File: config.mk
export PLATFORM = sky130hd
export DESIGN_NAME = csa_resolver
export DESIGN_NICKNAME = d
export VERILOG_FILES = /design/src/rtl/csa_resolver.sv
export SDC_FILE = /design/constraint.sdc
export NUM_CORES = 1
export LEC_CHECK = 0
export BUFFER_PORTS_ARGS = -buffer_cell sky130_fd_sc_hd__buf_2
export CAP_MARGIN = 5
export CORE_AREA = 5 5 148 150
export CTS_CLUSTER_DIAMETER = 120
export DETAILED_ROUTE_END_ITERATION = 12
export DIE_AREA = 0 0 153 155
export SYNTH_ARGS = -nofsm -noshare
export SYNTH_HDL_FRONTEND = slang
export SYNTH_SLANG_ARGS = --single-unit
File: constraint.sdc
create_clock -name clk -period 3.7 [get_ports clk]
set_clock_uncertainty 0.15 [all_clocks]
set_input_delay 0.37 -clock clk [delete_from_list [all_inputs] [get_ports clk]]
set_output_delay 0.37 -clock clk [all_outputs]
set_load 0.05 [all_outputs]
File: src/rtl/csa_resolver.sv
// csa_resolver: resolves a carry-save (sum, carry) pair into binary, CHUNK bits per clock.
// Optional CSA_RES_OVF_EN adds out_ovf (result does not fit in WIDTH bits).
module csa_resolver #(
   parameter int WIDTH = 32,
   parameter int CHUNK = 8
) (
   input  logic             clk,
   input  logic             rst_n,
   input  logic             in_valid,
   output logic             in_ready,
   input  logic [WIDTH-1:0] in_sum,
   input  logic [WIDTH-1:0] in_carry,
   output logic             out_valid,
   input  logic             out_ready,
   output logic [WIDTH+1:0] out_value
`ifdef CSA_RES_OVF_EN
   ,
   output logic             out_ovf
`endif
);

   localparam int N      = WIDTH + 2;
   localparam int NCHUNK = (N + CHUNK - 1) / CHUNK;
   localparam int KW     = (NCHUNK > 1) ? $clog2(NCHUNK) : 1;

   typedef enum logic [1:0] {IDLE, BUSY, DONE} state_t;

   state_t          state;
   logic [N-1:0]    a;
   logic [N-1:0]    b;
   logic [N-1:0]    r;
   logic [KW-1:0]   k;
   logic            cy;

   logic [CHUNK-1:0] a_ch;
   logic [CHUNK-1:0] b_ch;
   logic [CHUNK:0]   s;
   logic [N-1:0]     r_nxt;
   logic             last;

   // Bits past N in the top chunk read as zero, so a partial chunk needs no special case.
   always_comb begin
      a_ch = '0;
      b_ch = '0;
      for (int j = 0; j < N; j++) begin
         if (KW'(j / CHUNK) == k) begin
            a_ch[j % CHUNK] = a[j];
            b_ch[j % CHUNK] = b[j];
         end
      end
      s = {1'b0, a_ch} + {1'b0, b_ch} + {{CHUNK{1'b0}}, cy};
      r_nxt = r;
      for (int j = 0; j < N; j++) begin
         if (KW'(j / CHUNK) == k) r_nxt[j] = s[j % CHUNK];
      end
   end

   assign last = (k == KW'(NCHUNK - 1));

   always_ff @(posedge clk or negedge rst_n) begin
      if (!rst_n) begin
         state     <= IDLE;
         in_ready  <= 1'b1;
         out_valid <= 1'b0;
         out_value <= '0;
         a         <= '0;
         b         <= '0;
         r         <= '0;
         k         <= '0;
         cy        <= 1'b0;
`ifdef CSA_RES_OVF_EN
         out_ovf   <= 1'b0;
`endif
      end else begin
         unique case (state)
            IDLE: begin
               if (in_valid) begin
                  a        <= {2'b00, in_sum};
                  b        <= {1'b0, in_carry, 1'b0};
                  k        <= '0;
                  cy       <= 1'b0;
                  in_ready <= 1'b0;
                  state    <= BUSY;
               end
            end
            BUSY: begin
               r  <= r_nxt;
               cy <= s[CHUNK];
               k  <= k + 1'b1;
               if (last) begin
                  k         <= '0;
                  out_valid <= 1'b1;
                  out_value <= r_nxt;
`ifdef CSA_RES_OVF_EN
                  out_ovf   <= |r_nxt[N-1:WIDTH];
`endif
                  state     <= DONE;
               end
            end
            DONE: begin
               if (out_ready) begin
                  out_valid <= 1'b0;
                  in_ready  <= 1'b1;
                  state     <= IDLE;
               end
            end
            default: state <= IDLE;
         endcase
      end
   end

endmodule

== Yosys cells after proc, flatten, opt, wreduce, memory -nomap -nowiden ==
Index checks and enable logic that the tools add are counted.

* Mux-type cells: 115
* Reductions and logical operators: 11
* Add/subtract/negate cells: 3
* Eq/ne operators: 10

{| class="wikitable"
|+ Operators with widths
! kind !! count
|-
| 2-to-1 mux 1 bit || 105
|-
| adder 8 x 8 -> 9 bit || 1
|-
| adder 9 x 1 -> 9 bit || 1
|-
| AND reduction 3 bit || 3
|-
| == test 2 x 3 -> 1 bit, first input constant || 2
|-
| 2-to-1 mux 2 bit || 3
|-
| 2-to-1 mux 3 bit || 2
|-
| != test 2 bit, second input constant || 3
|-
| case mux 1 bit (2 select lines) || 3
|-
| case mux 2 bit (3 select lines) || 1
|-
| case mux 3 bit (2 select lines) || 1
|-
| AND reduction 2 bit || 3
|-
| nonzero test 2 bit || 3
|-
| adder 3 x 1 -> 3 bit, second input constant || 1
|-
| == test 1 x 3 -> 1 bit, first input constant || 1
|-
| == test 3 bit, first input constant || 1
|-
| == test 3 bit, second input constant || 1
|-
| logical NOT 3 bit || 1
|-
| == test 2 x 1 -> 1 bit, second input constant || 1
|-
| == test 2 bit, second input constant || 1
|-
| logical NOT 2 bit || 1
|}

* Register bits after elaboration: 140
* Word-level logic and storage cells: 148
* Output and inout port bits: 36
* Input port bits: 68

== Logic depth before layout (Yosys ltp) ==
Gate-level depths: netlist of the first run.

* Word-level depth: 9
* Gate-level depth with buffers: 15
* Mapped depth without buffers: 14

== Worst setup path before layout of the first run ==
OpenSTA, ideal clock, no wires.

* Kind: register to register
* Start point: reg k[1]
* End point: reg r[6]
* Period minus slack after synthesis: 3,512 ps
* Buffers on the path: 2
* Cell stages (with the launch flop): 16
* Data required time: 3,473 ps
* Setup time: 77 ps
* Data arrival time: 3,286 ps
* Setup slack: 188 ps
* Cells stage by stage: dfrtp_1 inv_1 ha_1 nor2b_1 clkbuf_1 clkbuf_1 a22oi_1 a211oi_1 a31oi_1 fa_1 fa_1 nor2b_4 o31a_1 nor4_1 a211o_1 o21ai_1

* Word-level cells in the longest chain between the ends: 9
* Elaborated cells on any way between the ends: 67
* Those cells by class: 2 x add/sub; 4 x eq/ne; 60 x mux; 1 x reduce/logical

{| class="wikitable"
|+ RTL lines
! element !! RTL line !! source
|-
| start: declaration || 32 || <nowiki>logic [KW-1:0] k;</nowiki>
|-
| start signal: assignment || 89 || <nowiki>k <= k + 1'b1;</nowiki>
|-
| logical NOT 3 bit || 46, 54 ||
|-
| 2-to-1 mux 1 bit (5 in series) || 46 || <nowiki>if (KW'(j / CHUNK) == k) begin</nowiki>
|-
| adder 8 x 8 -> 9 bit || 51 || <nowiki>s = {1'b0, a_ch} + {1'b0, b_ch} + {{CHUNK{1'b0}}, cy};</nowiki>
|-
| adder 9 x 1 -> 9 bit || 51 ||
|-
| 2-to-1 mux 1 bit * || 54 || <nowiki>if (KW'(j / CHUNK) == k) r_nxt[j] = s[j % CHUNK];</nowiki>
|-
| end signal: assignment || 87 || <nowiki>r <= r_nxt;</nowiki>
|-
| end: declaration || 31 || <nowiki>logic [N-1:0] r;</nowiki>
|}

Every way passes the cells marked *; elsewhere a longest branch is shown, timed or not.
A chain may end at the register's enable or synchronous reset.

== Worst setup path in the final report of the first run ==
* Start point: reg k[0]
* End point: reg r[6]

The elaborated chain is that of the path after synthesis.

==> results of run 1 <==
per-stage QoR:
stage | instances | area (um^2) | worst slack [ns]
2_1_floorplan | 508 | 6030 | 0.188
3_3_place_gp | 875 | 6940 | 0.372
3_5_place_dp | 875 | 6940 | 0.299
4_1_cts | 908 | 7560 | 0.265
5_1_grt | 908 | 7560 | 0.00351
6_report | 908 | 7560 | 0.296
cells in the final DEF, fill, tap and decap left out, drive strengths merged, types with 11 or more instances in the layout:
cell	instances
a21oi	16
a22oi	15
buf	119
clkbuf	17
dfrtp	137
ha	12
inv	13
mux2	92
nand2	71
nor2	11
o21ai	69
cell usage after synthesis (all sizes together), types with 2 or more instances:
| library cell | number |
|---|---|
| a21o | 2 |
| nand2b | 3 |
| a22oi | 15 |
| xor2 | 2 |
| buf | 13 |
| nor2b | 3 |
| a31o | 2 |
| nor2 | 11 |
| o21ai | 69 |
| ha | 12 |
| nand3 | 5 |
| nor3 | 2 |
| o31a | 2 |
| dfrtp | 137 |
| mux2 | 92 |
| inv | 7 |
| fa | 2 |
| o21a | 2 |
| clkbuf | 14 |
| a21oi | 16 |
| a211oi | 3 |
| nor3b | 5 |
| a31oi | 4 |
| or3 | 2 |
| nand2 | 71 |
what timing repair did:
action,4_1_cts,5_1_grt
hold endpoints to repair,77,0
setup endpoints to repair,0,1
hold buffers,1,0
gates resized for setup,0,1
worst max-delay path by stage:
stage / from / end / slack, ns / cells past startpoint
after floorplan: k[1] / r[6] / 0.19 / 15
after global placement: k[0] / out_value[28] / 0.37 / 12
after detailed placement: k[0] / out_value[28] / 0.30 / 12
after CTS: k[0] / out_value[28] / 0.26 / 12
after global routing: k[2] / r[30] / 0.004 / 12
final: k[0] / r[6] / 0.30 / 13
flip-flops by register name (all words and copies together), names as in the netlist:
name / flops
a: 32
b: 32
cy: 1
in_ready: 1
k: 3
out_valid: 1
out_value: 34
r: 32
state: 2
kinds of logic (layout without fill, tap and decap cells):
group,Yosys count,in the layout,synth area share [%]
multiplexers,93,93,17.3
buffers and inverters,34,159,2.37
flip-flops,138,138,57.3
AO/OA/AOI/OAI,122,122,11.8
adder cells (fa/ha/maj),14,14,3.15
XOR/XNOR,3,3,0.436
AND/OR/NAND/NOR,104,104,7.55
power by group:
group / switching, mW / leakage (nW) / total [mW] / internal (mW)
sequential: 0.396 / 1.69 / 2.62 / 2.22
clock: 0.693 / 0.288 / 1.76 / 1.07
combinational: 2.55 / 1.49 / 4.26 / 1.72
per-layer routing:
| metal | up-vias | share of wire [%] |
|---|---|---|
| li1 | 2035 | - |
| met4 | 0 | 1.3 |
| met1 | 1999 | 50 |
| met3 | 20 | 5.6 |
| met2 | 112 | 43 |
| met5 | - | 0 |
critical path: stages, from the launching register on:
cell and delay, ns:
sky130_fd_sc_hd__dfrtp_1 0.43, sky130_fd_sc_hd__ha_1 0.25, sky130_fd_sc_hd__nor3b_2 0.23, sky130_fd_sc_hd__buf_4 0.24
sky130_fd_sc_hd__a22oi_1 0.11, sky130_fd_sc_hd__nand2_1 0.08, sky130_fd_sc_hd__o21ai_0 0.10, sky130_fd_sc_hd__o21ai_0 0.19
sky130_fd_sc_hd__ha_1 0.31, sky130_fd_sc_hd__nor2b_4 0.15, sky130_fd_sc_hd__o31a_1 0.27, sky130_fd_sc_hd__or3_1 0.34
sky130_fd_sc_hd__a211o_1 0.33, sky130_fd_sc_hd__o21ai_1 0.14
layout make-up:
| type | instances | area (um^2) |
|---|---|---|
| fill | 2057 | 13000 |
| clock inverter | 15 | 186 |
| inverter | 7 | 26.3 |
| timing repair buffer | 120 | 677 |
| multi-input combinational | 336 | 2450 |
| sequential | 138 | 3450 |
| clock buffer | 17 | 425 |
| tap | 275 | 344 |
==> impl_summary.log, run 1 <==
INFO  metric worstHoldPathCells = 2
INFO  metric tritoncts = done
INFO  metric critPathLaunchType = register
INFO  metric placementRows = 53
INFO  metric worstHoldStart = in_carry[11]
INFO  metric hp-class = primary input to register
INFO  metric num_antenna_cells = 0
INFO  metric globalRoute.totalOverflow = 0
INFO  metric gp_routability_congestion = ~0.74
INFO  metric worstReg2RegStart = k[0]
INFO  metric yosys_most_used_dff = sky130_fd_sc_hd__dfrtp_1
INFO  metric number_of_violations_reported_at_the_end_of_detailed_routing_iteration_0 = approximately 120
INFO  metric cts.sink_count = around 140
INFO  metric synth_area_leaders = sky130_fd_sc_hd__dfrtp_1, sky130_fd_sc_hd__mux2_2, sky130_fd_sc_hd__o21ai_0
INFO  metric synth_edf_count = 0
INFO  metric fin_tns_setup = 0 ns
INFO  metric grt_util_met1 = between 15 and 20%
INFO  metric synthesized_area_divided_by_synthesized_cell_count = 11.9 um^2
INFO  metric drive_above_1_share = 40.0%
INFO  metric cts.path.max_buffers = 2
INFO  metric vias = roughly 4,200
INFO  metric use_met3 = 3.50%
INFO  metric flow.area_growth_from_synthesis = 25.4%
INFO  metric finalSetupViolCount = 0
INFO  metric yosysWarnings = 0
INFO  metric number_of_top_level_design_ports = 104
INFO  metric synth_cells = about 510
INFO  metric drt-wirelength-per-cell = around 15 um
INFO  metric ys_async_sr_fraction = 100%
INFO  metric detail_route.drc_violations = 0
INFO  metric nature_of_the_critical_path_endpoint = register
INFO  metric grt-busiest-layer = met2
INFO  metric h-tree-depth = 4
INFO  metric cts_made_buffers = 17
INFO  metric clock_insertion_delay_worst_skew = around 0.42 ns
INFO  metric postRouteWirelength = 14.0 mm
INFO  metric slew_headroom = a little under half
INFO  metric grt_use_met2 = between 10% and 20%
INFO  metric core-area = approximately 20,000 um^2
INFO  metric post_synth_instance_area = ~6000 um^2
INFO  metric post-cts-setup-buffer-count = 0
INFO  metric grt_start_max_net_pins = 80
INFO  metric worstRegToRegCells = 13
INFO  metric critical_path_arrival = about 3.6 ns
INFO  metric synth.distinct_cells = a little over 40
INFO  metric drt_pass_1_iters = 4
INFO  metric power_density = 1140 nW/um^2
INFO  metric synth.top_cell.area_share = between 50% and 60%
INFO  metric finalPower = 8.65 mW
INFO  metric ant_nets = 0
INFO  metric post_layout_utilization_of_the_core = 36.8%
INFO  metric die_area = between 20,000 and 25,000 um^2
INFO  metric cap_violations = 0
INFO  metric start_util = 29.3%
INFO  metric worst_ir_drop_vdd = approximately 0.00047 V
INFO  metric final.min_clock_period = ~3.4 ns
INFO  metric reg_to_reg_end = r[6]
INFO  metric synth.net_count = 590
INFO  metric unrepaired_setup_endpoints_after_global_routing = false
INFO  metric worstPathRequired = 3.87 ns
INFO  metric min_to = b[12]
INFO  metric clock_tree.root_cell = sky130_fd_sc_hd__clkbuf_16
INFO  metric timing_worst_slew_pin_value = between 0.7 and 0.8 ns
INFO  metric ys_ff_latch = around 140
INFO  metric grt_pass1_vias = roughly 4,300
INFO  metric path_class = register to register
INFO  metric leakage = roughly 3.5 nW
INFO  metric die_extent_in_y = about 160 um
INFO  metric synth_seq_area_share = a little under three fifths
INFO  metric global_route.usage.total = 12.2%
INFO  metric dp.final_hpwl = just over 10 mm
INFO  metric layout_worst_path_cycle_share = between 90% and 100%
INFO  metric clk_pin_slew = roughly 0.060 ns
INFO  metric regToRegSetupSlack = between 0.2 and 0.3 ns
INFO  metric route.detailed.vias_per_inst = 4.59
INFO  metric grt_first_pass_wirelength = between 20 and 25 mm
INFO  metric numPortBuffers = ~100
INFO  metric final_hold_slack = between 0.03 and 0.04 ns
INFO  metric die_width = approximately 150 um
INFO  metric finalMaxSlewViolations = 0
INFO  metric path_max_fanout = 14
INFO  metric timing.final.hold_violations = 0
INFO  metric num-nets-final = around 700
INFO  metric max_freq = around 290 MHz
INFO  metric post-synth-top-area-cell = sky130_fd_sc_hd__dfrtp_1
INFO  metric outcome = completed
INFO  metric grt_antenna_before_repair = 0
No activity file was read; power rests on OpenSTA's default activity.
==> inputs of run 2 (changes only) <==
clock period = 4.3 ns   (was 3.7 ns; I/O delays follow)
==> run 2 against run 1 <==
  * Total power down 17%
  * Cell count down 0.55%
  * Count of clock-buffer cells in the layout up 5
  * Routed wire length up 1.8%
  * Design area down 1.2%
  * Core utilization down 0.43 points
  * Highest routed layer unchanged
==> impl_summary.log, run 2 (synthesis gave the netlist of run 1 again) <==
INFO  metric final_hold_slack = 0.0812 ns (+0.0507 ns)
INFO  metric critical_path_arrival = 3.79 ns (+0.21 ns)
INFO  metric clk_pin_slew = 0.06 ns (about the same)
INFO  metric outcome = completed
INFO  metric core-area = 20,600 um^2 (unchanged)
INFO  metric unrepaired_setup_endpoints_after_global_routing = false
INFO  metric leakage = 3.44 nW (-0.96%)
INFO  metric postRouteWirelength = 14.2 mm (+1.8%)
INFO  metric layout.cells.most_common = sky130_fd_sc_hd__dfrtp_1
INFO  metric cts.path.max_buffers = 2 (unchanged)
INFO  metric max_freq = 277 MHz (-5.7%)
INFO  metric num-nets-final = 697 (-0.71%)
INFO  metric route.detailed.vias_per_inst = 4.59 (about the same)
INFO  metric power_density = 962 nW/um^2 (-16%)
INFO  metric cap_violations = 0 (unchanged)
INFO  metric worst_ir_drop_vdd = 0.000426 V (-9.9%)
INFO  metric timing_worst_slew_pin_value = 0.882 ns (+0.0853 ns)
INFO  metric finalWorstSetupSlack = 0.689 ns (+0.393 ns)
INFO  metric layout.cells.most_common_list = sky130_fd_sc_hd__dfrtp_1, sky130_fd_sc_hd__buf_2, sky130_fd_sc_hd__mux2_2, sky130_fd_sc_hd__nand2_1, sky130_fd_sc_hd__o21ai_0
INFO  metric globalRoute.totalOverflow = 0 (unchanged)
INFO  metric grt_pass1_vias = 4,256 (-1.2%)
INFO  metric drt_pass_1_iters = 4 (unchanged)
INFO  metric max_flop_register = out_value
INFO  metric numPortBuffers = 103 (unchanged)
INFO  metric dp.final_hpwl = 10.2 mm (+1.0%)
INFO  metric final.min_clock_period = 3.61 ns (+0.207 ns)
INFO  metric layout_worst_path_cycle_share = 84.0% (-8.0 points)
INFO  metric fin_tns_setup = 0 ns (unchanged)
INFO  metric number_of_top_level_design_ports = 104 (unchanged)
INFO  metric die_width = 153 um (unchanged)
INFO  metric die_area = 23,700 um^2 (unchanged)
INFO  metric cts.sink_count = 138 (unchanged)
INFO  metric path_class = register to register
INFO  metric finalPower = 7.19 mW (-17%)
INFO  metric h-tree-depth = 4 (unchanged)
INFO  metric hp-class = primary input to register
INFO  metric num_antenna_cells = 0 (unchanged)
INFO  metric worstPathRequired = 4.48 ns (+0.61 ns)
INFO  metric grt_antenna_before_repair = 0 (unchanged)
INFO  metric final_area = 7470 um^2 (-1.2%)
INFO  metric clock_insertion_delay_worst_skew = 0.42 ns (about the same)
INFO  metric critPathLaunchType = register
INFO  metric timing.final.hold_violations = 0 (unchanged)
INFO  metric detail_route.drc_violations = 0 (unchanged)
INFO  metric detailed_place.area = 6870 um^2 (-0.90%)
INFO  metric placementRows = 53 (unchanged)
INFO  metric finalMaxSlewViolations = 0 (unchanged)
INFO  metric grt_first_pass_wirelength = 23.2 mm (about the same)
INFO  metric drive_above_1_share = 39.0% (-0.96 points)
INFO  metric largest_register_ff_count = 34 (unchanged)
INFO  metric global_route.usage.total = 12.4% (+0.17 points)
INFO  metric ant_nets = 0 (unchanged)
INFO  metric grt_start_max_net_pins = 89 (+11%)
INFO  metric tritoncts = done
INFO  metric vias = 4,141 (-0.60%)
INFO  metric die_extent_in_y = 155 um (unchanged)
INFO  metric cts_made_buffers = 17 (unchanged)
INFO  metric path_max_fanout = 14 (unchanged)
INFO  metric drt-wirelength-per-cell = 15.7 um (+2.4%)
INFO  metric flow.area_growth_from_synthesis = 24.0%
INFO  metric number_of_violations_reported_at_the_end_of_detailed_routing_iteration_0 = 191 (+58%)
INFO  metric clock_tree.root_cell = sky130_fd_sc_hd__clkbuf_16
INFO  metric gp_routability_congestion = 0.768 (+3.5%)
INFO  metric finalSetupViolCount = 0 (unchanged)
INFO  metric slew_headroom = 41.1% (-5.7 points)
INFO  metric pre_cts_slack = 0.692 ns (+0.393 ns)
INFO  metric start_util = 29.3% (unchanged)
INFO  metric nature_of_the_critical_path_endpoint = register
run 2: worst paths after layout:
path                       startpoint  endpoint  slack, ns  cells past startpoint
hold reg to reg                 r[21]     r[21]       0.32                      2
setup reg to reg                 k[0]     r[30]       0.69                     14
min in group asynchronous       rst_n     b[13]       0.47                      2
max in group asynchronous       rst_n  in_ready       2.58                      3
hold / removal             in_sum[10]     a[10]       0.08                      2
setup / recovery                 k[0]     r[30]       0.69                     14
run 2: final cells by class:
class / count / area, um^2
Inverter: 7 / 26.3
Clock inverter: 10 / 116
Tap cell: 275 / 344
Timing Repair Buffer: 115 / 614
Clock buffer: 22 / 474
Sequential cell: 138 / 3450
Fill cell: 2057 / 13100
Multi-Input combinational cell: 336 / 2440
run 2: metrics by stage:
step,std cells,util (%)
2_1_floorplan,508,-
3_3_place_gp,870,33.4
3_5_place_dp,870,33.4
4_1_cts,903,36.4
5_1_grt,903,36.4
6_report,903,36.4
run 2: timing repair:
action | in CTS | in global routing
hold buffers | 1 | 0
buffers inserted | 0 | 0
resized for setup | 0 | 0
endpoints found under the hold margin | 86 | 0
run 2: metal layers:
layer | routed length (um) | global-route usage, %
met1 | 7050 | 17.8
met2 | 6160 | 17.7
met5 | 0 | 0
met3 | 786 | 3.87
met4 | 208 | 4.12
run 2: where the power goes:
group          switching (mW)  leakage (nW)  total, mW  internal [mW]
registers               0.339          1.69       2.25           1.91
clock network           0.556         0.286       1.46          0.900
logic                    2.16          1.46       3.48           1.33
run 2: critical path, stage by stage (launching register included):
cell and delay [ns]:
sky130_fd_sc_hd__dfrtp_1 0.42, sky130_fd_sc_hd__inv_1 0.10, sky130_fd_sc_hd__ha_1 0.27, sky130_fd_sc_hd__nor3b_2 0.24
sky130_fd_sc_hd__buf_4 0.24, sky130_fd_sc_hd__a22oi_1 0.11, sky130_fd_sc_hd__nand2_1 0.07, sky130_fd_sc_hd__o21ai_0 0.07
sky130_fd_sc_hd__o21ai_0 0.23, sky130_fd_sc_hd__ha_1 0.32, sky130_fd_sc_hd__nor2b_4 0.15, sky130_fd_sc_hd__o31a_1 0.27
sky130_fd_sc_hd__or3_1 0.34, sky130_fd_sc_hd__a211o_1 0.36, sky130_fd_sc_hd__o21ai_1 0.17
